File: config.mk
export PLATFORM = sky130hd
export DESIGN_NAME = goertzel_tone_detector
export DESIGN_NICKNAME = d
export VERILOG_FILES = /design/src/rtl/goertzel_tone_detector.sv
export SDC_FILE = /design/constraint.sdc
export NUM_CORES = 1
export LEC_CHECK = 0
export CORE_ASPECT_RATIO = 1.4
export CORE_MARGIN = 4
export CORE_UTILIZATION = 37
export DETAILED_ROUTE_END_ITERATION = 8
export PLACE_DENSITY = 0.8
export SLEW_MARGIN = 10
export SYNTH_ARGS = -nofsm -noshare
export SYNTH_HDL_FRONTEND = slang
export SYNTH_SLANG_ARGS = --single-unit
File: constraint.sdc
create_clock -name clock -period 2.4 [get_ports clock]
set_input_delay 0.24 -clock clock [delete_from_list [all_inputs] [get_ports clock]]
set_output_delay 0.24 -clock clock [all_outputs]
set_load 0.03 [all_outputs]
File: src/rtl/goertzel_tone_detector.sv
// Tone detector behind the goertzel power engine: scales each power result to a level and
// debounces it into tone presence with start/end events and a saturating event count.
module goertzel_tone_detector #(
  parameter int unsigned POWER_W   = 64,
  parameter int unsigned SHIFT     = 35,
  parameter int unsigned LEVEL_W   = 32,
  parameter int unsigned ON_COUNT  = 3,
  parameter int unsigned OFF_COUNT = 3,
  parameter int unsigned CNT_W     = 16
) (
  input  logic               clock,
  input  logic               reset_n,
  input  logic               ready,
  input  logic [POWER_W-1:0] power,
  input  logic [LEVEL_W-1:0] thr_on,
  input  logic [LEVEL_W-1:0] thr_off,
  output logic [LEVEL_W-1:0] level,
  output logic               level_valid,
  output logic               tone_present,
  output logic               tone_start,
  output logic               tone_end,
  output logic [CNT_W-1:0]   tone_count
);

  localparam int unsigned MaxCount = (ON_COUNT > OFF_COUNT) ? ON_COUNT : OFF_COUNT;
  localparam int unsigned DbcW     = $clog2(MaxCount + 1);

  localparam logic [1:0] StAbsent  = 2'd0;
  localparam logic [1:0] StPendOn  = 2'd1;
  localparam logic [1:0] StPresent = 2'd2;
  localparam logic [1:0] StPendOff = 2'd3;

  logic               ready_d_q;
  logic               new_result;
  logic [POWER_W-1:0] shifted;
  logic               overflow;
  logic [LEVEL_W-1:0] level_scaled;

  logic [LEVEL_W-1:0] level_q;
  logic               level_valid_q;
  logic [1:0]         state_q, state_d;
  logic [DbcW-1:0]    cnt_q, cnt_d, cnt_inc;
  logic               start_d, end_d;
  logic               above, below;
  logic               tone_present_q, tone_start_q, tone_end_q;
  logic [CNT_W-1:0]   tone_count_q;

  assign new_result = ready & ~ready_d_q;

  // Anything left above LEVEL_W after the shift clamps the level to all-ones.
  always_comb begin
    shifted      = power >> SHIFT;
    overflow     = |(shifted >> LEVEL_W);
    level_scaled = overflow ? '1 : shifted[LEVEL_W-1:0];
  end

  // Debounce FSM; only advances in the cycle after a level update.
  always_comb begin
    above   = (level_q >= thr_on);
    below   = (level_q < thr_off);
    cnt_inc = cnt_q + DbcW'(1);
    state_d = state_q;
    cnt_d   = cnt_q;
    start_d = 1'b0;
    end_d   = 1'b0;
    if (level_valid_q) begin
      case (state_q)
        StAbsent: begin
          if (above) begin
            if (ON_COUNT == 1) begin
              state_d = StPresent;
              start_d = 1'b1;
              cnt_d   = '0;
            end else begin
              state_d = StPendOn;
              cnt_d   = DbcW'(1);
            end
          end
        end
        StPendOn: begin
          if (above) begin
            if (cnt_inc == DbcW'(ON_COUNT)) begin
              state_d = StPresent;
              start_d = 1'b1;
              cnt_d   = '0;
            end else begin
              cnt_d = cnt_inc;
            end
          end else begin
            state_d = StAbsent;
            cnt_d   = '0;
          end
        end
        StPresent: begin
          if (below) begin
            if (OFF_COUNT == 1) begin
              state_d = StAbsent;
              end_d   = 1'b1;
              cnt_d   = '0;
            end else begin
              state_d = StPendOff;
              cnt_d   = DbcW'(1);
            end
          end
        end
        StPendOff: begin
          if (below) begin
            if (cnt_inc == DbcW'(OFF_COUNT)) begin
              state_d = StAbsent;
              end_d   = 1'b1;
              cnt_d   = '0;
            end else begin
              cnt_d = cnt_inc;
            end
          end else begin
            state_d = StPresent;
            cnt_d   = '0;
          end
        end
        default: begin
          state_d = StAbsent;
          cnt_d   = '0;
        end
      endcase
    end
  end

  // ready_d resets high so a ready already asserted at reset release is not taken as new.
  always_ff @(posedge clock) begin
    if (!reset_n) begin
      ready_d_q      <= 1'b1;
      level_q        <= '0;
      level_valid_q  <= 1'b0;
      state_q        <= StAbsent;
      cnt_q          <= '0;
      tone_present_q <= 1'b0;
      tone_start_q   <= 1'b0;
      tone_end_q     <= 1'b0;
      tone_count_q   <= '0;
    end else begin
      ready_d_q      <= ready;
      level_valid_q  <= new_result;
      if (new_result) begin
        level_q <= level_scaled;
      end
      state_q        <= state_d;
      cnt_q          <= cnt_d;
      tone_start_q   <= start_d;
      tone_end_q     <= end_d;
      tone_present_q <= (state_d == StPresent) || (state_d == StPendOff);
      if (start_d && (tone_count_q != '1)) begin
        tone_count_q <= tone_count_q + CNT_W'(1);
      end
    end
  end

  assign level        = level_q;
  assign level_valid  = level_valid_q;
  assign tone_present = tone_present_q;
  assign tone_start   = tone_start_q;
  assign tone_end     = tone_end_q;
  assign tone_count   = tone_count_q;

endmodule

# == Word level (Yosys, flattened, before mapping) ==
# Index checks and enable logic that the tools add are counted.
# totals
regBits,54
latch_bits,0
ramBits,0
romBits,0
in_bits,131
output_inout_bits,52
wordCells,47
mem_count,0
# classes
n_addsub,2
multipliers,0
n_div,0
n_lt_le_gt_ge,2
n_eq_ne,9
shift,0
n_mux,18
n_bitwise,2
reduce_logical,5
# ops
op,n
$ge A29 B32 Y1,1
$lt A29 B32 Y1,1
$mux W2,12
$add A16 B1 Y16 const B,1
$ne A16 B16 Y1 const B,1
$pmux W2 S4,2
$eq A2 B2 Y1 const B,5
$mux W1,4
$ne A2 B2 Y1 const B,2
$reduce_and A4 Y1,1
$reduce_and A3 Y1,1
$add A2 B1 Y2 const B,1
$eq A2 B1 Y1 const B,1
$logic_not A2 Y1,1
$and A1 B1 Y1,1
$logic_and A1 B1 Y1,1
$logic_or A1 B1 Y1,1
$not A1 Y1,1

# == Longest topological paths before layout ==
# logic_depth
depth_word,8
depth_mapped,11

# == Worst setup path after synthesis ==
# OpenSTA, ideal clock, no wires.
# synth_timing
kind,reg2reg
start,reg level_q[13] (netlist: level[13])
end,reg cnt_q[1]
setup_ns,0.074
arrival_time_ns,2.699
setup_slack_ns,-0.373
stages_incl_launch_ff,9
n_path_buf,0
period_less_slack_ns,2.773
cell_sequence,dfxtp_1 > ha_1 > a21o_1 > a21o_1 > a221o_1 > o311a_2 > or2_4 > or4b_1 > a31oi_1
# synth_between
elab_chain_cells,3
# synth_rtl
element,line,source
from (decl),39,logic [LEVEL_W-1:0] level_q;
from (signal assigned),144,level_q <= level_scaled;
$lt A29 B32 Y1 or $ge A29 B32 Y1 (tied branches),"60, 59",
$mux W2 (tied with other cells),107,if (below) begin
$pmux W2 S4 or $reduce_and A3 Y1 (tied branches),-,
to (signal assigned),147,cnt_q <= cnt_d;
to (decl),42,"logic [DbcW-1:0] cnt_q, cnt_d, cnt_inc;"
# Several ways; a longest one is shown, not always the timed one.
# A chain may end at the register's enable or synchronous reset.

# == Worst setup path after layout ==
# layout_timing
start,reg level_q[11] (netlist: level[11])
end,reg tone_count_q[2] (netlist: tone_count[2])
# layout_between
elab_chain_cells,5
# layout_rtl
element,line,source
$ge A29 B32 Y1,59,above = (level_q >= thr_on);
$mux W1,81,if (above) begin
$mux W1,67,case (state_q)
$mux W1,66,if (level_valid_q) begin
$logic_and A1 B1 Y1,151,if (start_d && (tone_count_q != '1)) begin
to (signal assigned),152,tone_count_q <= tone_count_q + CNT_W'(1);
to (decl),46,logic [CNT_W-1:0] tone_count_q;
# No other way between the ends.

==> flow_summary.json <==
{
  "crit_path_top_delay_cell": "or4_4",
  "firstDrtPassIters": 5,
  "grt-ovfl-total": 0,
  "regToRegEndpoint": "tone_count[2]",
  "yosys_register_bits": 54,
  "yosysUniqueCellTypes": 44,
  "ir_drop_mv": 0.384,
  "drv_cap": 0,
  "synthTopCellsByArea": "dfxtp_1 30%, ha_1 20%, a21oi_1 9.7%",
  "antenna_found_initial": 0,
  "num-nets-final": 850,
  "hold_viol": 0,
  "drt_first_iter_violations": 117,
  "grt_pass1_wl_mm": 19.1,
  "crit_path_start": "level[11]",
  "synth_top_area_share": 0.301,
  "utilization": 0.642,
  "crit_chain": "ha_4 > nand4_1 > or4_4 > a221oi_2 > o311a_4 > o211ai_4 > buf_6 > buf_16 > or3_4 > a21oi_2",
  "num_vias": 4078,
  "fill_cells": 820,
  "violations": "setup timing",
  "worstSkewPairLatency_ns": 0.30,
  "crit_required_ns": 2.64,
  "ys.flop_type": "dfxtp_1",
  "wirelength_mm": 12.2,
  "hold_path.class": "in -> reg",
  "initial_core_util": 0.380,
  "report.final.slew_viol_count": 0,
  "netlist_instances": 472,
  "p_per_area_nw_per_um2": 363,
  "path_clk_slew_ns": 0.08,
  "outcome": "finished, violations left",
  "dpl.cell_count": 756,
  "ff2ff_setup_slack_ns": -0.28,
  "drive_above_1_share": 0.187,
  "detail-route-antenna-nets": 0,
  "drc": 0,
  "clock_sinks": 54,
  "start_kind": "flip-flop",
  "dp.final_hpwl_mm": 9.10,
  "endpoint_kind": "flip-flop",
  "area_growth_pct": 69.0,
  "cts_tree": "yes",
  "gp_congestion": 0.827,
  "layout_setup_ws_ns": -0.276,
  "path_class": "reg -> reg",
  "synth_edf_count": 0,
  "die_area_sq_um": 11400,
  "post_drt_wl_per_cell_microns": 15.9,
  "finalSetupViolCount": 17,
  "clockBufferDepth": 2,
  "h-tree-depth": 2,
  "die_w_microns": 91.3,
  "power.leakage_nw": 2.61,
  "avgSynthCellArea_sq_um": 7.62,
  "ios": 183,
  "antenna_cells": 0,
  "cts_made_buffers": 5,
  "die_h_microns": 125,
  "grt_max_degree": 31,
  "grt_pass1_vias": 4135,
  "seq_area_frac_synth": 0.301,
  "arrival_ns": 2.91,
  "cts-root-buf": "clkbuf_16",
  "vias_per_cell": 5.28,
  "layout_common_cells": "132 x clkdlybuf4s50_1, 82 x nand2_1, 63 x a21oi_1",
  "cp_max_fo": 7,
  "min_period_ns": 2.68,
  "rsz0062_at_grt": "true",
  "hold_buffers": 0,
  "core_sq_um": 9460,
  "rows": 42,
  "fin_skew_ns": 0.0116,
  "cpPeakStageDelay_ns": 0.51,
  "grt_util_all_layers": 0.202,
  "reg2reg_depth": 10,
  "async_reset_ff_frac": 0,
  "final_common_cell": "clkdlybuf4s50_1",
  "yosys_warnings": 0,
  "clock.fmax_ghz": 0.374,
  "io_buffers": 144,
  "finalNonFillerCells": 772,
  "synth_area_leader_cell": "dfxtp_1",
  "syn-cell-area_sq_um": 3590,
  "cp-endpoint": "tone_count[2]",
  "period_share": 1.12,
  "rr_startpoint": "level[11]"
}
-- stage by stage --
step           worst slack [ns]  instance area [sq um]  total power, W  hold slack [ns]  TNS (ns)
6_report                 -0.276                   6070         0.00220            0.485     -2.77
5_1_grt                  -0.358                   6070         0.00231            0.493     -4.35
4_1_cts                  -0.332                   5950         0.00220            0.480     -4.19
3_5_place_dp             -0.672                   5530         0.00143            0.491    -11.79
3_3_place_gp             -0.608                   5530         0.00141            0.460    -10.55
2_1_floorplan           -0.0949                   3670         0.00115            0.313    -0.786
-- synth_stat cells, types with 2 or more instances --
cell type	instances
ha_1	58
or3_1	7
nand3_1	14
or4_1	9
nor3_1	4
clkbuf_1	11
nor2_1	8
a21oi_1	70
and3_1	2
o31ai_1	8
a21o_1	6
nor2b_1	3
inv_1	67
nor4_1	3
nand2b_1	6
nand2_1	83
o21ai_1	7
and4_1	3
nand4_1	10
dfxtp_1	54
buf_4	4
o211ai_1	2
o21ai_0	12
-- routing by layer --
metal,share of wire,track usage,vias to the layer above
met1,0.37,0.217,1921
met3,0.051,0.0363,24
li1,-,-,2001
met2,0.56,0.388,132
met4,0.025,0.0693,0
met5,0,0,-
-- state kept, by name (all words and copies together) (netlist names) --
signal / cells
tone_count: 16
tone_start: 1
level_valid: 1
tone_end: 1
state_q: 2
cnt_q: 2
tone_present: 1
level: 29
ready_d_q: 1
-- report_power, final --
group | internal (W) | switching, W
clock network | 0.000400 | 0.000366
registers | 0.000909 | 0.0000185
logic | 0.000282 | 0.000228
-- final cells by class --
| cell class | instances | area (sq um) | area share |
|---|---|---|---|
| Clock buffer | 5 | 125 | 0.0206 |
| Clock inverter | 3 | 26.3 | 0.00433 |
| Inverter | 68 | 255 | 0.0420 |
| Multi-Input combinational cell | 335 | 2480 | 0.409 |
| Sequential cell | 54 | 1120 | 0.184 |
| Tap cell | 110 | 138 | 0.0227 |
| Timing Repair Buffer | 197 | 1930 | 0.318 |
-- what timing repair did --
| item | CTS | global route |
|---|---|---|
| pin swaps | 38 | 27 |
| gates resized for setup | 38 | 34 |
| gates cloned | 3 | 0 |
| hold endpoints to repair | 0 | 0 |
| setup buffers | 4 | 5 |
| setup endpoints to repair | 21 | 19 |
-- critical path, delay by kind of cell, from the launching register on --
family                   cells  cell delay (ns)
AND/OR/NAND/NOR              3             1.01
AO/OA/AOI/OAI                4             0.70
flip-flops                   1             0.36
buffers and inverters        2             0.30
adder cells (fa/ha/maj)      1             0.26
-- cell families (layout without fill, tap and decap cells) --
logic type	count (synthesis)	count (layout)	synth area share
fa+ha+maj	58	58	0.202
xor+xnor	1	1	0.00244
other cells	1	3	0.00104
flops	54	54	0.301
compound gates	118	118	0.190
simple gates	154	154	0.205
buf+inv	85	273	0.0954
mux	1	1	0.00278
-- worst min path at each step --
| stage | endpoint | cells past startpoint | slack, ns | from |
|---|---|---|---|---|
| final | level[9] | 3 | 0.49 | power[44] |
| after global routing | level[5] | 3 | 0.49 | power[40] |
| after CTS | level[9] | 3 | 0.48 | power[44] |
| after detailed placement | tone_count[12] | 2 | 0.49 | tone_count[12] |
| after global placement | cnt_q[0] | 2 | 0.46 | cnt_q[0] |
| after floorplan | ready_d_q | 1 | 0.31 | reset_n |
(Power assumes the default switching activity.)
